[src/rtl/can_acceptance_filter.sv]
// can_acceptance_filter
// Serial CAN acceptance filter. Captures the arbitration field (ID, SRR/RTR,
// IDE) from the destuffed receive stream. Each captured bit is compared with
// the acceptance code under the acceptance mask. At the end of a completed
// frame the block issues exactly one accept or reject pulse.
//
// Ports:
//   clk, rst            clock, asynchronous active-high reset
//   accmask, acccode    acceptance mask / code (mask bit = 1 means compared)
//   sof                 start-of-frame strobe; latches mask/code, restarts
//   bit_valid, rxbit    destuffed bit strobe and value, MSB first
//   rx_done, rx_abort   frame-complete / frame-abort strobes
//   accept, reject      one-cycle decision pulses
//   busy                frame in progress (cycle after sof until decision)
//   id_out, ide_out, rtr_out  captured arbitration fields
module can_acceptance_filter (
    input  logic        clk,
    input  logic        rst,
    input  logic [31:0] accmask,
    input  logic [31:0] acccode,
    input  logic        sof,
    input  logic        bit_valid,
    input  logic        rxbit,
    input  logic        rx_done,
    input  logic        rx_abort,
    output logic        accept,
    output logic        reject,
    output logic        busy,
    output logic [28:0] id_out,
    output logic        ide_out,
    output logic        rtr_out
);

    typedef enum logic [2:0] {
        S_IDLE,
        S_BASE,
        S_SRRRTR,
        S_IDE,
        S_EXT,
        S_RTRX,
        S_WAIT
    } state_t;

    localparam int unsigned CNT_W = 5;

    state_t           state;
    logic [CNT_W-1:0] cnt;
    logic [31:0]      mask_s;
    logic [31:0]      code_s;
    logic             mism;
    logic             tmp;

    // Bit positions for the current counter value in the base and extended fields
    logic [4:0] base_k;
    logic [4:0] ext_k;
    logic [4:0] base_pos;
    logic [4:0] ext_pos;

    assign base_k   = 5'd31 - cnt;
    assign ext_k    = 5'd20 - cnt;
    assign base_pos = 5'd28 - cnt;
    assign ext_pos  = 5'd17 - cnt;

    // Code/mask bit 1 has no arbitration bit behind it
    logic unused_bit1;
    assign unused_bit1 = ^{mask_s[1], code_s[1]};

    // Frame capture, compare and decision
    always_ff @(posedge clk or posedge rst) begin
        if (rst) begin
            state   <= S_IDLE;
            cnt     <= '0;
            mask_s  <= '0;
            code_s  <= '0;
            mism    <= 1'b0;
            tmp     <= 1'b0;
            accept  <= 1'b0;
            reject  <= 1'b0;
            busy    <= 1'b0;
            id_out  <= '0;
            ide_out <= 1'b0;
            rtr_out <= 1'b0;
        end else begin
            accept <= 1'b0;
            reject <= 1'b0;
            if (sof) begin
                // sof always restarts, even mid-frame; the old frame gets no pulse
                mask_s  <= accmask;
                code_s  <= acccode;
                id_out  <= '0;
                ide_out <= 1'b0;
                rtr_out <= 1'b0;
                mism    <= 1'b0;
                cnt     <= '0;
                tmp     <= 1'b0;
                busy    <= 1'b1;
                state   <= S_BASE;
            end else if (state != S_IDLE) begin
                if (rx_abort || (rx_done && state != S_WAIT)) begin
                    // Abort or truncated frame: drop silently, keep partial fields
                    busy  <= 1'b0;
                    state <= S_IDLE;
                end else if (rx_done) begin
                    accept <= ~mism;
                    reject <= mism;
                    busy   <= 1'b0;
                    state  <= S_IDLE;
                end else if (bit_valid) begin
                    case (state)
                        S_BASE: begin
                            id_out[base_pos] <= rxbit;
                            mism <= mism | (mask_s[base_k] & (rxbit ^ code_s[base_k]));
                            if (cnt == 5'd10) begin
                                cnt   <= '0;
                                state <= S_SRRRTR;
                            end else begin
                                cnt <= cnt + 5'd1;
                            end
                        end
                        S_SRRRTR: begin
                            tmp   <= rxbit;
                            state <= S_IDE;
                        end
                        S_IDE: begin
                            ide_out <= rxbit;
                            if (rxbit) begin
                                // tmp was SRR: not compared
                                mism  <= mism | (mask_s[0] & ~code_s[0]);
                                state <= S_EXT;
                            end else begin
                                rtr_out <= tmp;
                                mism    <= mism | (mask_s[0] & code_s[0])
                                                | (mask_s[2] & (tmp ^ code_s[2]));
                                state   <= S_WAIT;
                            end
                        end
                        S_EXT: begin
                            id_out[ext_pos] <= rxbit;
                            mism <= mism | (mask_s[ext_k] & (rxbit ^ code_s[ext_k]));
                            if (cnt == 5'd17) begin
                                cnt   <= '0;
                                state <= S_RTRX;
                            end else begin
                                cnt <= cnt + 5'd1;
                            end
                        end
                        S_RTRX: begin
                            rtr_out <= rxbit;
                            mism    <= mism | (mask_s[2] & (rxbit ^ code_s[2]));
                            state   <= S_WAIT;
                        end
                        default: ; // S_WAIT ignores bits
                    endcase
                end
            end
        end
    end

endmodule
[config.mk]
export PLATFORM = sky130hd
export DESIGN_NAME = can_acceptance_filter
export DESIGN_NICKNAME = d
export VERILOG_FILES = /design/src/rtl/can_acceptance_filter.sv
export SDC_FILE = /design/constraint.sdc
export NUM_CORES = 1
export LEC_CHECK = 0
export ABC_AREA = 1
export BUFFER_PORTS_ARGS = -buffer_cell sky130_fd_sc_hd__buf_2
export CAP_MARGIN = 20
export CORE_ASPECT_RATIO = 1.1
export CORE_MARGIN = 2
export CORE_UTILIZATION = 25
export DETAILED_ROUTE_END_ITERATION = 7
export GPL_ROUTABILITY_DRIVEN = 0
export PLACE_DENSITY = 0.51
export SLEW_MARGIN = 20
export SYNTH_ARGS = -nofsm -noshare
export SYNTH_HDL_FRONTEND = slang
export SYNTH_SLANG_ARGS = --single-unit
export TNS_END_PERCENT = 5
[constraint.sdc]
create_clock -name clk -period 3.3 [get_ports clk]
set_input_delay 0.66 -clock clk [delete_from_list [all_inputs] [get_ports clk]]
set_output_delay 0.66 -clock clk [all_outputs]
set_load 0.01 [all_outputs]
==> results of run 1 <==
==> logic make-up after synthesis <==
| group | Yosys count |
|---|---|
| AND/OR/NAND/NOR | 504 |
| AO/OA/AOI/OAI | 192 |
| buffers and inverters | 118 |
| flip-flops | 108 |
| adder cells (fa/ha/maj) | 11 |
| XOR/XNOR | 4 |
| multiplexers | 1 |
==> final cells by class <==
cell class	count	area, sq um	area share, %
clock inverters	5	82.6	1.07
multi-input cells	712	3350	43.4
inverters	71	270	3.50
well taps	352	440	5.70
repair buffers	116	638	8.26
clock buffers	10	239	3.09
flip-flops and latches	108	2700	35.0
==> flip-flops by register name (all words and copies together) (netlist names) <==
signal	flops
ide_out	1
state	3
mask_s	32
reject	1
cnt	5
tmp	1
mism	1
rtr_out	1
code_s	32
busy	1
accept	1
id_out	29
==> placed cells by master, fill, tap and decap left out, types with 4 or more instances in the layout <==
| master | netlist | routed |
|---|---|---|
| a21oi_1 | 31 | 31 |
| buf_2 | 18 | 103 |
| buf_4 | 0 | 11 |
| clkbuf_16 | 0 | 9 |
| dfrtp_1 | 108 | 107 |
| ha_1 | 11 | 11 |
| inv_1 | 62 | 61 |
| inv_2 | 9 | 9 |
| nand2_1 | 348 | 348 |
| nand2_2 | 5 | 5 |
| nand3_1 | 85 | 85 |
| nor2_1 | 41 | 41 |
| nor2_4 | 4 | 4 |
| nor3_1 | 8 | 8 |
| o211ai_1 | 10 | 10 |
| o21ai_0 | 71 | 71 |
| o21ai_1 | 48 | 48 |
| o22ai_1 | 25 | 25 |
==> final timing paths <==
check                           slack [ns]  depth (start not counted)    endpoint
worst min-delay path                  0.43                          2  id_out[20]
min in group clk                      0.48                          2        busy
worst min register to register        0.48                          2        busy
worst max register to register        0.96                         14        mism
worst max-delay path                  0.96                         14        mism
max in group asynchronous             2.16                          3  mask_s[17]
==> stage by stage <==
step                      util (%)  area [sq um]  setup slack (ns)  instances  hold slack (ns)
after global placement        28.6          7410             0.892       1359            0.464
after CTS                     29.8          7730             0.988       1374            0.449
final                         29.8          7730             0.962       1374            0.433
after global routing          29.8          7730             0.628       1374            0.485
after detailed placement      28.6          7410             0.827       1359            0.463
after floorplan                  -          6530             0.900        938            0.458
==> cell usage after synthesis (all sizes together) <==
| cell | instances | share of area [%] |
|---|---|---|
| a21oi | 31 | 2.4 |
| nand3b | 2 | 0.23 |
| ha | 11 | 2.1 |
| inv | 71 | 4.1 |
| a211oi | 1 | 0.12 |
| o31ai | 2 | 0.23 |
| nor2 | 46 | 3.1 |
| dfrtp | 108 | 41 |
| nor4 | 3 | 0.29 |
| nand2 | 354 | 21 |
| a31oi | 2 | 0.19 |
| nor3 | 9 | 0.77 |
| o21ai | 120 | 9.4 |
| nand3 | 86 | 6.7 |
| clkbuf | 27 | 1.6 |
| mux2i | 1 | 0.15 |
| xnor2 | 1 | 0.13 |
| buf | 20 | 1.6 |
| o211ai | 10 | 1.1 |
| nand4 | 3 | 0.29 |
| or2 | 1 | 0.096 |
| o22ai | 26 | 2.6 |
| xor2 | 3 | 0.81 |
==> layer usage <==
metal	up-vias	wire length, um
met5	-	0
met4	0	290
met3	21	838
met2	150	9670
met1	2969	9390
li1	3240	-
==> worst max-delay path, cell delays in order, from the launching register on <==
cell and delay, ns:
dfrtp_1 0.39, inv_2 0.24, ha_1 0.31, inv_1 0.38
nand3_1 0.15, nand3_1 0.11, nand3_1 0.08, nand3_1 0.13
nand3_1 0.08, nand3_1 0.11, nand2_1 0.06, nand2_1 0.06
nand2_1 0.05, nand2_1 0.05, nand2_1 0.04
==> power groups by stage <==
stage	Sequential, mW	Clock (mW)	Combinational (mW)
floorplan	1.54	0	1.15
global placement	1.56	0	1.56
detailed placement	1.56	0	1.57
CTS	1.53	1.26	1.58
global route	1.55	1.30	1.79
finish	1.53	1.21	1.57
==> flow_metrics.env, run 1 <==
export IMPL_grt_use_total_pct=15.1
export IMPL_cts_buffers=9
export IMPL_routedWlPerCell_um=14.7
export IMPL_synthSimpleGateAreaFrac_pct=32.1
export IMPL_use_met3_pct=2.53
export IMPL_crit_path_end_kind="flop"
export IMPL_worstSkewPairLatency_ns=0.36
export IMPL_post_cts_resized=0
export IMPL_drv_slew=0
export IMPL_vias=6380
export IMPL_power_density_nw_per_um2=558
export IMPL_clk_pin_slew_ns=0.07
export IMPL_relSlewSlack_pct=45.5
export IMPL_synth_fp_nets=1020
export IMPL_port_buffers=104
export IMPL_power_switching_mw=1.70
export IMPL_cp_data_arrival_time_ns=2.60
export IMPL_syn_inst=938
export IMPL_maxClockFrequency_mhz=428
export IMPL_met1_usage_pct=20.4
export IMPL_vias_per_cell=4.64
export IMPL_power_mw=4.31
export IMPL_layout_drive_gt1_share_pct=15.7
export IMPL_hold_viol_final=0
export IMPL_setup_tns_ns=0
export IMPL_synth_mux_area_share_pct=0.153
export IMPL_yosysSeqAreaShare_pct=41.4
export IMPL_synth_top_family_by_area="simple AND/OR/NAND/NOR gates"
export IMPL_intPower_mw=2.62
export IMPL_clk_path_buf_depth=2
export IMPL_antenna_cells=0
export IMPL_status="finished, final reports clean"
export IMPL_pwr_share_clk_pct=28.1
export IMPL_first_pass_iters=5
export IMPL_hold_class="in -> async"
export IMPL_root_buffer="clkbuf_16"
export IMPL_finClkSkew_ns=0.0110
export IMPL_setup_worst_path_class="reg -> reg"
export IMPL_yosysWarnings=0
export IMPL_required_ns=3.56
export IMPL_area_delta_synth_final_pct=18.4
export IMPL_fin_nets=1100
export IMPL_reg2reg_from="cnt[1]"
export IMPL_post_route_period_util_pct=70.8
export IMPL_die_area_sq_um=27400
export IMPL_synthAdderAreaFrac_pct=2.11
export IMPL_grtUsageMet2_pct=25.1
export IMPL_hpwl_mm=14.6
export IMPL_cts_tree="done"
export IMPL_fin_crit_ns=2.34
export IMPL_cp_max_fo=15
export IMPL_die_w_um=158
export IMPL_setup_viol=0
export IMPL_cts_sinks=108
export IMPL_drv_cap=0
export IMPL_vdd_drop_max_mv=0.277
export IMPL_grt_pass1_vias=6128
export IMPL_rsz0062_at_grt="false"
export IMPL_first_iter_violations=441
export IMPL_sw_frac_of_total_pct=39.3
export IMPL_rows=62
export IMPL_htree_levels=3
export IMPL_drt_antenna_violating_nets=0
export IMPL_cts_hold_buf=0
export IMPL_synth_cell_types=37
export IMPL_routed_wl_mm=20.2
export IMPL_grt_max_degree=86
export IMPL_synth_compound_area_share_pct=16.0
export IMPL_start_util_pct=25.2
export IMPL_route_detailed_drc=0
export IMPL_synth_area_sq_um=6530
export IMPL_worst_pin_slew_ns=0.815
export IMPL_core_area_sq_um=25900
export IMPL_postCtsSetupBuffers=0
export IMPL_die_h_um=173
export IMPL_grt_pass1_wl_mm=32.7
export IMPL_leakagePower_nw=3.68
export IMPL_grt_antenna_before_repair=0
export IMPL_ys_ff_latch=108
export IMPL_fill_cells=2933
export IMPL_crit_path_start="cnt[1]"
export IMPL_critPathLaunchType="flop"
export IMPL_combPwrFrac_pct=36.4
export IMPL_grt_overflow=0
export IMPL_synth_xor_area_share_pct=0.939
export IMPL_pwr_share_seq_pct=35.5
export IMPL_avgSynthCellArea_sq_um=6.96
export IMPL_pin_count=105
export IMPL_grt_busiest_layer="met2"
No activity file was read; power rests on OpenSTA's default activity.
==> inputs of run 2 (changes only) <==
clock period = 2.1 ns   (was 3.3 ns; I/O delays follow)
==> run 2 against run 1 <==
  * Critical path depth fell by 1
  * Via count rose by 1.3%
  * Cell count rose by 2.3%
  * Critical endpoint is now id_out[14]
  * Largest cell class unchanged
  * Highest routed layer unchanged
==> flow_metrics.env, run 2 (synthesized netlist as in run 1, its figures left out) <==
export IMPL_area_delta_synth_final_pct=24.9
export IMPL_reg2reg_from="cnt[1]"
export IMPL_route_detailed_drc=0
export IMPL_vias=6464
export IMPL_antenna_cells=0
export IMPL_maxClockFrequency_mhz=490
export IMPL_rsz0062_at_grt="true"
export IMPL_core_area_sq_um=25900
export IMPL_pin_count=105
export IMPL_first_iter_violations=391
export IMPL_cp_data_arrival_time_ns=2.29
export IMPL_cts_tree="done"
export IMPL_clk_path_buf_depth=2
export IMPL_fin_hold_ws_ns=0.149
export IMPL_routedWlPerCell_um=14.8
export IMPL_layout_commonest_cell="nand2_1"
export IMPL_leakagePower_nw=3.87
export IMPL_sw_frac_of_total_pct=39.7
export IMPL_grt_antenna_before_repair=0
export IMPL_fin_crit_ns=2.04
export IMPL_port_buffers=104
export IMPL_start_util_pct=25.2
export IMPL_die_w_um=158
export IMPL_drt_antenna_violating_nets=0
export IMPL_relSlewSlack_pct=62.8
export IMPL_worstSkewPairLatency_ns=0.36
export IMPL_combPwrFrac_pct=41.3
export IMPL_setup_viol=0
export IMPL_drv_slew=0
export IMPL_layout_drive_gt1_share_pct=19.6
export IMPL_vdd_drop_max_mv=0.395
export IMPL_rows=62
export IMPL_status="finished, final reports clean"
export IMPL_cts_hold_buf=0
export IMPL_crit_path_start="cnt[1]"
export IMPL_cts_buffers=9
export IMPL_finClkSkew_ns=0.00883
export IMPL_critPathLaunchType="flop"
export IMPL_fill_cells=2866
export IMPL_path_cells="inv_2 > buf_4 > ha_1 > nand2_1 > nand2_1 > nand2_1 > nand2_2 > buf_4 > nand3_1 > o22ai_1 > o21ai_1 > nand2_1 > o21ai_1"
export IMPL_hpwl_mm=15.0
export IMPL_htree_levels=3
export IMPL_grt_pass1_vias=6089
export IMPL_power_switching_mw=2.85
export IMPL_crit_path_end_kind="flop"
export IMPL_setup_worst_path_class="reg -> reg"
export IMPL_final_cell_mix="nand2_1 (347), dfrtp_1 (106), buf_2 (103)"
export IMPL_grt_max_degree=127
export IMPL_power_mw=7.18
export IMPL_die_h_um=173
export IMPL_first_pass_iters=5
export IMPL_power_density_nw_per_um2=881
export IMPL_crit_slowest_cell="dfrtp_1"
export IMPL_grt_use_total_pct=15.3
export IMPL_pwr_share_seq_pct=33.3
export IMPL_hold_class="in -> async"
export IMPL_die_area_sq_um=27400
export IMPL_root_buffer="clkbuf_16"
export IMPL_worst_pin_slew_ns=0.558
export IMPL_cts_sinks=108
export IMPL_post_route_period_util_pct=97.3
export IMPL_grt_pass1_wl_mm=33.1
export IMPL_top_regs="code_s x32, mask_s x32, id_out x29"
export IMPL_r2r_end="id_out[14]"
export IMPL_required_ns=2.35
export IMPL_grt_overflow=0
export IMPL_setup_tns_ns=0
export IMPL_r2r_cells=13
export IMPL_fin_nets=1132
export IMPL_crit_path_end="id_out[14]"
export IMPL_clk_pin_slew_ns=0.07
export IMPL_drv_cap=0
export IMPL_r2r_setup_slack_ns=0.06
export IMPL_cpMostUsedCell="nand2_1"
export IMPL_hold_viol_final=0
export IMPL_vias_per_cell=4.60
export IMPL_routed_wl_mm=20.9
export IMPL_intPower_mw=4.33
export IMPL_cp_max_fo=6
export IMPL_pwr_share_clk_pct=25.3
export IMPL_max_stage_delay_ns=0.39
-- run 2: cell types whose count changed in the layout (fill, tap and decap cells not counted), moves of 5 or more --
cell	change
o22ai_1	-11
buf_12	+5
buf_4	+25
o22ai_2	+11
-- run 2: area by class of cell --
type	count	area, sq um	share of cell area [%]
sequential	108	2710	33.2
clock buffer	11	253	3.10
inverter	71	273	3.35
clock inverter	4	56.3	0.691
tap	352	440	5.40
multi-input combinational	712	3450	42.3
timing repair buffer	148	978	12.0
-- run 2: repair_timing --
item	CTS	global route
gates resized for setup	0	20
endpoints found under the setup margin	0	28
setup buffers	0	0
-- run 2: stage by stage --
stage	std cells	setup slack (ns)	utilization (%)	instance area (sq um)
5_1_grt	1406	-0.0676	31.5	8150
3_5_place_dp	1390	0.0569	29.8	7710
6_report	1406	0.0577	31.5	8150
2_1_floorplan	938	-0.300	-	6530
4_1_cts	1405	0.0210	31.0	8020
3_3_place_gp	1390	0.0876	29.8	7710
-- run 2: power by group through the flow --
stage / registers, mW / clock network, mW / logic [mW]
floorplan: 2.42 / 0 / 1.81
global placement: 2.43 / 0 / 2.82
detailed placement: 2.43 / 0 / 2.83
CTS: 2.39 / 1.87 / 2.85
global route: 2.42 / 1.95 / 3.29
finish: 2.39 / 1.82 / 2.97
-- run 2: worst min-delay path by stage --
stage	slack, ns	cells after the start	end	from
3_5_place_dp	0.47	2	id_out[23]	id_out[23]
6_report	0.15	3	id_out[19]	rst
5_1_grt	0.18	3	id_out[19]	rst
2_1_floorplan	0.46	2	code_s[11]	code_s[11]
4_1_cts	0.17	3	id_out[19]	rst
3_3_place_gp	0.47	2	id_out[22]	id_out[22]
-- run 2: critical path, delay by kind of cell, from the launching register on --
kind | cells | cell delay (ns)
flops | 1 | 0.39
compound gates | 3 | 0.52
buf+inv | 3 | 0.38
fa+ha+maj | 1 | 0.14
simple gates | 6 | 0.50
-- run 2: per-layer routing --
layer,vias up,global-route usage (%),part of all wire [%]
li1,3302,-,-
met1,3005,20.7,46
met2,137,25.5,48
met3,20,2.68,4.2
met4,0,3.64,1.2
met5,-,0,0
